--- config.mk ---
export PLATFORM = sky130hd
export DESIGN_NAME = bram_tdp_req_arbiter
export DESIGN_NICKNAME = d
export VERILOG_FILES = /design/src/rtl/bram_arb_pkg.sv /design/src/rtl/bram_arb_rr_pick.sv /design/src/rtl/bram_tdp_req_arbiter.sv
export SDC_FILE = /design/constraint.sdc
export NUM_CORES = 1
export LEC_CHECK = 0
export CAP_MARGIN = 20
export CORE_AREA = 3 3 115 117
export DETAILED_ROUTE_END_ITERATION = 10
export DIE_AREA = 0 0 118 120
export DONT_BUFFER_PORTS = 1
export HOLD_SLACK_MARGIN = 0.05
export PLACE_DENSITY = 0.6
export SLEW_MARGIN = 20
export SYNTH_ARGS = -nofsm -noshare
export SYNTH_HDL_FRONTEND = slang
export SYNTH_SLANG_ARGS = --single-unit
--- constraint.sdc ---
create_clock -name clk -period 3.2 [get_ports clk]
set_clock_uncertainty 0.1 [all_clocks]
set_input_delay 0.16 -clock clk [delete_from_list [all_inputs] [get_ports clk]]
set_output_delay 0.16 -clock clk [all_outputs]
set_load 0.01 [all_outputs]
--- src/rtl/bram_arb_pkg.sv ---
// bram_arb_pkg: shared types and helpers for
// the true-dual-port BRAM request arbiter.
package bram_arb_pkg;

  localparam int ID_W = 4;

  typedef struct packed {
    logic            valid;
    logic [ID_W-1:0] id;
  } inflight_t;

  function automatic int clog2(input int n);
    int r;
    r = 0;
    while ((1 << r) < n) r++;
    return r;
  endfunction

  function automatic bit rd_lat_ok(input int lat);
    return (lat == 1) || (lat == 2);
  endfunction

endpackage

--- src/rtl/bram_arb_rr_pick.sv ---
// bram_arb_rr_pick: picks the first two valid
// requesters scanning upward from ptr.
module bram_arb_rr_pick
  import bram_arb_pkg::*;
#(
  parameter int N  = 4,
  parameter int PW = clog2(N)
) (
  input  logic [N-1:0]  valid,
  input  logic [PW-1:0] ptr,
  input  logic [N-1:0]  coll [N],
  output logic [PW-1:0] f,
  output logic [PW-1:0] s,
  output logic          f_vld,
  output logic          s_vld
);

  logic [PW-1:0] idx;
  logic          f_hit;
  logic          s_hit;

  always_comb begin
    f     = '0;
    s     = '0;
    f_hit = 1'b0;
    s_hit = 1'b0;
    idx   = '0;
    for (int k = 0; k < N; k++) begin
      idx = PW'((int'(ptr) + k) % N);
      if (valid[idx]) begin
        if (!f_hit) begin
          f_hit = 1'b1;
          f     = idx;
        end else if (!s_hit) begin
          s_hit = 1'b1;
          s     = idx;
        end
      end
    end
    f_vld = f_hit;
    // only the runner-up is considered for B
    s_vld = s_hit && !coll[f][s];
  end

endmodule

--- src/rtl/bram_tdp_req_arbiter.sv ---
// bram_tdp_req_arbiter: shares one write-first TDP
// BRAM between NUM_REQ requesters, two grants/cycle.
module bram_tdp_req_arbiter
  import bram_arb_pkg::*;
#(
  parameter int NUM_REQ = 4,
  parameter int ADDR_W  = 10,
  parameter int DATA_W  = 18,
  parameter int RD_LAT  = 2
) (
  input  logic                      clk,
  input  logic                      rst,
  input  logic [NUM_REQ-1:0]        req_valid,
  output logic [NUM_REQ-1:0]        req_ready,
  input  logic [NUM_REQ-1:0]        req_we,
  input  logic [NUM_REQ*ADDR_W-1:0] req_addr,
  input  logic [NUM_REQ*DATA_W-1:0] req_wdata,
  output logic [NUM_REQ-1:0]        rsp_valid,
  output logic [NUM_REQ*DATA_W-1:0] rsp_rdata,
  output logic                      ram_ena,
  output logic                      ram_enb,
  output logic                      ram_wea,
  output logic                      ram_web,
  output logic [ADDR_W-1:0]         ram_addra,
  output logic [ADDR_W-1:0]         ram_addrb,
  output logic [DATA_W-1:0]         ram_dina,
  output logic [DATA_W-1:0]         ram_dinb,
  output logic                      ram_regcea,
  output logic                      ram_regceb,
  output logic                      ram_rsta,
  output logic                      ram_rstb,
  input  logic [DATA_W-1:0]         ram_douta,
  input  logic [DATA_W-1:0]         ram_doutb
);

  localparam int PW = clog2(NUM_REQ);

  if (!rd_lat_ok(RD_LAT)) begin : g_bad_lat
    $error("RD_LAT must be 1 or 2");
  end
  if (NUM_REQ < 2 || NUM_REQ > 16) begin : g_bad_n
    $error("NUM_REQ must be 2..16");
  end

  logic [ADDR_W-1:0]  addr  [NUM_REQ];
  logic [DATA_W-1:0]  wdata [NUM_REQ];
  logic [NUM_REQ-1:0] coll  [NUM_REQ];
  logic [PW-1:0]      ptr;
  logic [PW-1:0]      f;
  logic [PW-1:0]      s;
  logic               f_vld;
  logic               s_vld;
  logic               f_g;
  logic               s_g;
  inflight_t          pipe_a [RD_LAT];
  inflight_t          pipe_b [RD_LAT];
  inflight_t          last_a;
  inflight_t          last_b;

  function automatic logic [PW-1:0] nxt(
    input logic [PW-1:0] i
  );
    return (int'(i) == NUM_REQ - 1) ? '0 : i + 1'b1;
  endfunction

  always_comb begin
    for (int i = 0; i < NUM_REQ; i++) begin
      addr[i]  = req_addr[i*ADDR_W +: ADDR_W];
      wdata[i] = req_wdata[i*DATA_W +: DATA_W];
    end
    // cross-port same address is undefined unless both read
    for (int i = 0; i < NUM_REQ; i++) begin
      for (int j = 0; j < NUM_REQ; j++) begin
        coll[i][j] = (i != j)
          && (addr[i] == addr[j])
          && (req_we[i] || req_we[j]);
      end
    end
  end

  bram_arb_rr_pick #(
    .N  (NUM_REQ),
    .PW (PW)
  ) u_pick (
    .valid (req_valid),
    .ptr   (ptr),
    .coll  (coll),
    .f     (f),
    .s     (s),
    .f_vld (f_vld),
    .s_vld (s_vld)
  );

  assign f_g = f_vld && !rst;
  assign s_g = s_vld && !rst;

  always_comb begin
    req_ready = '0;
    if (f_g) req_ready[f] = 1'b1;
    if (s_g) req_ready[s] = 1'b1;
  end

  assign ram_ena    = f_g;
  assign ram_wea    = f_g && req_we[f];
  assign ram_addra  = addr[f];
  assign ram_dina   = wdata[f];
  assign ram_enb    = s_g;
  assign ram_web    = s_g && req_we[s];
  assign ram_addrb  = addr[s];
  assign ram_dinb   = wdata[s];
  assign ram_regcea = 1'b1;
  assign ram_regceb = 1'b1;
  assign ram_rsta   = rst;
  assign ram_rstb   = rst;

  always_ff @(posedge clk or posedge rst) begin
    if (rst) begin
      ptr <= '0;
    end else if (s_g) begin
      ptr <= nxt(s);
    end else if (f_g) begin
      ptr <= nxt(f);
    end
  end

  // one stage per RAM read-latency cycle
  always_ff @(posedge clk or posedge rst) begin
    if (rst) begin
      for (int i = 0; i < RD_LAT; i++) begin
        pipe_a[i] <= '0;
        pipe_b[i] <= '0;
      end
    end else begin
      pipe_a[0].valid <= f_g;
      pipe_a[0].id    <= ID_W'(f);
      pipe_b[0].valid <= s_g;
      pipe_b[0].id    <= ID_W'(s);
      for (int i = 1; i < RD_LAT; i++) begin
        pipe_a[i] <= pipe_a[i-1];
        pipe_b[i] <= pipe_b[i-1];
      end
    end
  end

  assign last_a = pipe_a[RD_LAT-1];
  assign last_b = pipe_b[RD_LAT-1];

  always_comb begin
    rsp_valid = '0;
    rsp_rdata = '0;
    for (int k = 0; k < NUM_REQ; k++) begin
      if (last_a.valid && int'(last_a.id) == k) begin
        rsp_valid[k]                  = 1'b1;
        rsp_rdata[k*DATA_W +: DATA_W] = ram_douta;
      end
      if (last_b.valid && int'(last_b.id) == k) begin
        rsp_valid[k]                  = 1'b1;
        rsp_rdata[k*DATA_W +: DATA_W] = ram_doutb;
      end
    end
  end

endmodule
### After elaboration in Yosys (flattened, before gate mapping)

Cells that the tools add are included.

| cells by class | value |
|---|---|
| $add $sub $neg | 5 |
| magnitude comparators | 10 |
| equality and inequality tests | 20 |
| multiplexer cells | 80 |
| bitwise operators | 3 |
| reduce and logical (&&, ||, !) cells | 38 |

Operator list:

| operator | count |
|---|---|
| $mux W18 | 12 |
| $eq A10 B10 Y1 | 12 |
| $bmux W18 S2 | 2 |
| $bmux W10 S2 | 2 |
| $mux W10 | 4 |
| $mux W2 | 19 |
| $logic_and A1 B1 Y1 | 27 |
| $mux W1 | 27 |
| $lt A2 B3 Y1 const B | 6 |
| $mux W4 | 4 |
| $bmux W1 S2 | 7 |
| $bmux W4 S2 | 1 |
| $eq A2 B1 Y1 const B | 4 |
| $eq A2 B2 Y1 const B | 4 |
| $logic_not A4 Y1 | 2 |
| $add A2 B1 Y2 const B | 3 |
| $ge A3 B3 Y1 const B | 2 |
| $logic_or A1 B1 Y1 | 6 |
| $not A2 Y3 | 2 |
| $add A2 B2 Y2 const B | 2 |
| $demux W1 S2 | 2 |
| $ge A2 B1 Y1 const B | 2 |
| $or A4 B4 Y4 | 1 |
| $logic_not A1 Y1 | 2 |
| $reduce_bool A2 Y1 | 1 |

| storage, ports and cells | value |
|---|---|
| register bits after elaboration | 14 |
| bits of input ports | 158 |
| output and inout port bits | 144 |

### Longest topological paths before layout

| depth | value |
|---|---|
| depth in word-level cells | 19 |
| depth in mapped cells | 16 |
| gate-level depth less buffers | 14 |

### Cells and area by module

A second synthesis with hierarchy kept.

| second synthesis, totals | value |
|---|---|
| cell total of the unflattened synthesis | 427 |
| area, all modules | 4355.4 um^2 |

By module, submodules not included:

| module | instances | cells each | area each (um^2) | seq. area each (um^2) |
|---|---|---|---|---|
| bram_tdp_req_arbiter | 1 | 305 | 3505.9 | 350.3 |
| bram_arb_rr_pick | 1 | 122 | 849.6 | 0.0 |

### Worst setup path after synthesis

OpenSTA, ideal clock, no wires.

| timing | value |
|---|---|
| kind | reg2out |
| from | register ptr[1] |
| to | output req_ready[0] |
| arrival | 3.188 ns |
| required time | 2.940 ns |
| setup slack | -0.248 ns |
| stages on the path, launching flop included | 17 |
| cell sequence | dfrtp_1 > buf_4 > buf_2 > a21oi_1 > o21ai_0 > ha_1 > nor2b_1 > a2bb2oi_2 > o221ai_2 > o21a_1 > buf_6 > inv_2 > nor3_1 > a2111oi_2 > nor2_1 > nor3_4 > a22o_1 |

| on the way | value |
|---|---|
| cells in the longest elaborated chain, start to end | 19 |
| elaborated cells on any way between the ends | 59 |
| classes of those cells | add/sub: 3; order compare: 4; mux: 44; bitwise: 2; reduce/logical: 6 |

RTL lines:

| element | line | text |
|---|---|---|
| start: declaration | bram_tdp_req_arbiter.sv:48 | `logic [PW-1:0] ptr;` |
| start signal: assignment | bram_tdp_req_arbiter.sv:120 | `ptr <= nxt(s);` |
| start signal: assignment | bram_tdp_req_arbiter.sv:122 | `ptr <= nxt(f);` |
| parallel branches: the longest is 16 deep, another holds $add A2 B1 Y2 | -- |  |
| $logic_and A1 B1 Y1 (*) | bram_arb_rr_pick.sv:42 | `s_vld = s_hit && !coll[f][s];` |
| $logic_and A1 B1 Y1 (*) | bram_tdp_req_arbiter.sv:95 | `assign s_g = s_vld && !rst;` |
| via ram_enb | bram_tdp_req_arbiter.sv:21 | `output logic ram_enb,` |
| $mux W4 (*) | bram_tdp_req_arbiter.sv:100 | `if (s_g) req_ready[s] = 1'b1;` |
| end: declaration | bram_tdp_req_arbiter.sv:14 | `output logic [NUM_REQ-1:0] req_ready,` |

Mark *: on every way through the listed nets, which the timed path passes. The select of a mux whose other input is x is not followed.

### Final worst setup path

| timing | value |
|---|---|
| from | register ptr[1] |
| to | output req_ready[1] |

| on the way | value |
|---|---|
| cells in the longest elaborated chain, start to end | 19 |
| elaborated cells on any way between the ends | 59 |
| classes of those cells | add/sub: 3; order compare: 4; mux: 44; bitwise: 2; reduce/logical: 6 |

RTL lines:

| element | line |
|---|---|
| parallel branches: the longest is 18 deep, another holds $lt A2 B3 Y1 | -- |
| $mux W4 (*) | bram_tdp_req_arbiter.sv:100 |

Mark *: on every way between the ends. The select of a mux whose other input is x is not followed.

==> results summary <==
The wire length per cell after detailed routing is 22.5 um. The die width came out at 118 um. The share of synthesized registers carrying an async set or reset is 1.00. The simple-gate portion of the synthesized area came out at 0.284. The worst setup path is launched from a flip-flop. After filler insertion, the fill cell instance count of the layout stands at 1255. The floorplan step defined a die boundary enclosing 14200 um^2. In this run the clock root is driven by a sky130_fd_sc_hd__clkbuf_16. The number of search-and-repair iterations in the first detailed-routing pass is 5. The total congestion overflow came out at 0. The clock tree from TritonCTS is built. Of the total power, registers draw 0.051.

The worst-margin pin slew is 0.777 ns. The number of antenna violations at the first check in global routing came to 0. Of the total synthesized cell area, the portion taken by XOR and XNOR cells is 0.109. Yosys printed 0 warnings.

The fraction of final layout cells with drive strength greater than 1 is 0.200. The adder and majority gate portion of the synthesized area came out at 0.0255. The die height is 120 um. Of the post-synthesis cell area, the part taken by muxes is 0.0718. 0 antenna diodes ended up in the layout. Power spread over the standard cell area amounts to 1040 nW/um^2.

The net switching share of the total power is 0.557. The worst slew slack as a fraction of its limit is 0.482. The number of antenna-violating nets in the routed design came out at 0. The area fraction of the dominant cell type after synthesis came out at 0.137. The final net count is 882. The internal power of the cells came out at 2640 uW. In this run the static leakage power is 0.00228 uW.

The detailed-route via count came out at 5806. The H-tree depth came out at 1. The setup slack after placement is -0.0395 ns. The slowest stage of the critical path belongs to the cell sky130_fd_sc_hd__dfrtp_1. The delay contributed by the slowest stage of the critical path came out at 0.41 ns. The number of enable flip-flop cells after synthesis came out at 0. Timing would allow up to 295 MHz.

The compound-cell area share of the yosys netlist came out at 0.347. The setup TNS is -2.72 ns. The number of cells produced by synthesis is 721. The final RePlAce weighted congestion came out at 0.936. The final number of hold-violating endpoints came out at 0. The most used flip-flop cell after synthesis is sky130_fd_sc_hd__dfrtp_1. 302 I/O pins were placed. The area growth from synthesis to layout is 19.4%.

The clock transition at the registers of the reported paths came out at 0.05 ns. The max-slew violation count is 0. The clock buffer count from CTS is 3. The final reports fail on negative setup slack. For this run, the register share of the synthesized area comes to 0.0729. The number of buffer cells added on primary ports is 0. Setup repair after global routing could not meet its margin everywhere. Counting along the longest clock path gives a buffer depth of 2.

The initial core utilization came out at 0.386. Entering global routing, the biggest net connects 61 pins. Summed over all layers, the routed wires come to 19.9 mm. Ranked by instance count, the synthesized netlist is headed by sky130_fd_sc_hd__nand2_1, sky130_fd_sc_hd__a22o_1, sky130_fd_sc_hd__clkbuf_1.

The count of distinct cell types in the synthesized netlist came out at 62. The count of clock tree sinks came out at 14. The global-route wire length before repair came out at 29.9 mm. The total chip power came out at 5960 uW. The worst setup path is of the flip-flop to output port kind. The maximum resistive drop on vdd is 0.542 mV. The initialized floorplan defines 41 standard-cell rows.

For this design the total switching power over the nets is 3320 uW. The arrival time at the worst endpoint came out at 3.13 ns. Counting stages on the worst path, the most repeated cell is sky130_fd_sc_hd__nor3_4. The synthesized area is 4810 um^2.

The main combinational cell family by area after synthesis is compound AO/OA/AOI/OAI gates. The number of global-route vias before repair was 5472. In the post-route analysis, the smallest setup slack over all paths is -0.190 ns. The clock insertion delay at the later pin of the skew report is 0.25 ns.

The remaining design rule violation count came out at 0. The fraction of power consumed by combinational cells came out at 0.904. The worst setup path is captured at an output port. The signal on the critical path passes through mux2_4 -> nand2_2 -> o21ai_2 -> ha_1 -> nor2b_4 -> a2bb2oi_2 -> o221ai_2 -> o21a_4 -> inv_4 -> nor3_4 -> a2111oi_4 -> nor2_2 -> nor3_4 -> buf_6 -> o2bb2ai_1. The flow ran to the end, but the final reports show violations.

The half-perimeter wire length of the detailed placement result came out at 14.8 mm. The clock network fraction of total power came out at 0.045. Ranked by total cell area, the synthesized netlist is headed by sky130_fd_sc_hd__a22o_1, sky130_fd_sc_hd__nand2_1, sky130_fd_sc_hd__xnor2_1. The classification of the worst-slack hold path is input pin to flip-flop.

Setup violations remaining at the end of the flow were counted as 34. The required time of the critical path came out at 2.94 ns. The highest net fanout along the worst path came out at 6.

The number of storage elements in the synthesis netlist came out at 14. The smallest clock period supported by the final layout is computed as 3.39 ns. The global-route usage over all layers came out at 0.253.

The number of DRC violations after detailed-routing iteration 0 is 483. The synthesized design spends more area on one cell type than any other, namely sky130_fd_sc_hd__a22o_1. Of the available clock period, the critical path in the final layout requires 1.06. Yosys instantiated no cell more often than sky130_fd_sc_hd__nand2_1.

The synthesized area per cell is 6.67 um^2. Dividing the detail-routed via count by the number of cells gives 6.55. The number of max-cap violations is 0. The core area came out at 12500 um^2.
-- worst paths after layout --
kind / startpoint / slack [ns] / endpoint / cells past startpoint
max: ptr[1]$_DFFE_PP0P_ / -0.19 / req_ready[1] / 15
min: req_valid[2] / 0.18 / pipe_b[6]$_DFF_PP0_ / 3
max reg2reg: ptr[1]$_DFFE_PP0P_ / -0.02 / ptr[0]$_DFFE_PP0P_ / 17
min reg2reg: pipe_b[5]$_DFF_PP0_ / 0.24 / last_b[0]$_DFF_PP0_ / 0
max in group asynchronous: rst / 2.33 / last_a[0]$_DFF_PP0_ / 2
min in group asynchronous: rst / 0.31 / pipe_b[9]$_DFF_PP0_ / 2
-- power by group through the flow --
stage	sequential, uW	combinational, uW	clock, uW
6_report	304	5390	266
5_1_grt	315	5800	279
4_1_cts	304	5040	270
3_5_place_dp	306	4690	0
3_3_place_gp	302	4590	0
2_1_floorplan	281	3340	0
-- metal layers --
metal,up-vias,wire length (um),global-route usage
met4,0,388,0.0513
li1,2600,-,-
met5,-,0,0
met1,2799,8280,0.334
met2,354,9560,0.423
met3,53,1720,0.0589
-- area by class of cell --
class	instances	area, um^2	area share
multi-input combinational	610	4380	0.763
timing repair buffer	76	667	0.116
sequential	14	350	0.0611
tap	172	215	0.0375
clock buffer	4	88.8	0.0155
inverter	10	40.0	0.00698
-- state kept, by name (all words and copies together) (netlist names) --
signal  count
pipe_b      3
last_a      3
last_b      3
ptr         2
pipe_a      3
-- metrics by stage --
step / area [um^2] / hold WS [ns] / cells / utilization
finish: 5740 / 0.183 / 886 / 0.460
CTS: 5500 / 0.196 / 879 / 0.441
floorplan: 4830 / -0.0428 / 722 / -
global placement: 5180 / 0.0248 / 866 / 0.415
global route: 5740 / 0.197 / 886 / 0.460
detailed placement: 5180 / 0.0263 / 866 / 0.415
-- logic make-up (layout without fill, tap and decap cells) --
group                    Yosys count  after routing
XOR/XNOR                          60             60
multiplexers                      34             34
AO/OA/AOI/OAI                    224            224
buffers and inverters             98             90
adder cells (fa/ha/maj)           10             10
other                              1              2
AND/OR/NAND/NOR                  280            280
flip-flops                        14             14
-- critical path, delay by kind of cell, from the launching register on --
kind            cells  cell delay, ns
compound gates      6            1.06
simple gates        5            0.53
flops               1            0.41
mux                 1            0.32
fa+ha+maj           1            0.30
buf+inv             2            0.23
-- placed cells by master, fill, tap and decap left out, drive strengths merged, types with 4 or more instances in the layout --
| cell type | count |
|---|---|
| nand2 | 138 |
| a22o | 75 |
| buf | 73 |
| xnor2 | 48 |
| a21oi | 37 |
| nor2b | 35 |
| mux2i | 33 |
| and3 | 33 |
| a211oi | 31 |
| a31oi | 30 |
| nor2 | 22 |
| o21ai | 18 |
| dfrtp | 14 |
| xor2 | 12 |
| nand3 | 11 |
| nand2b | 9 |
| ha | 9 |
| inv | 9 |
| nor4 | 7 |
| nand4 | 6 |
| clkbuf | 6 |
| nor3 | 6 |
| o2111ai | 4 |
-- timing repair --
item	CTS	global route
gates resized for setup	30	35
setup buffers	8	7
endpoints found under the setup margin	57	65
gates cloned	0	1
pin swaps	10	3
endpoints found under the hold margin	14	0
hold buffers	1	0
No activity file was read; power rests on OpenSTA's default activity.
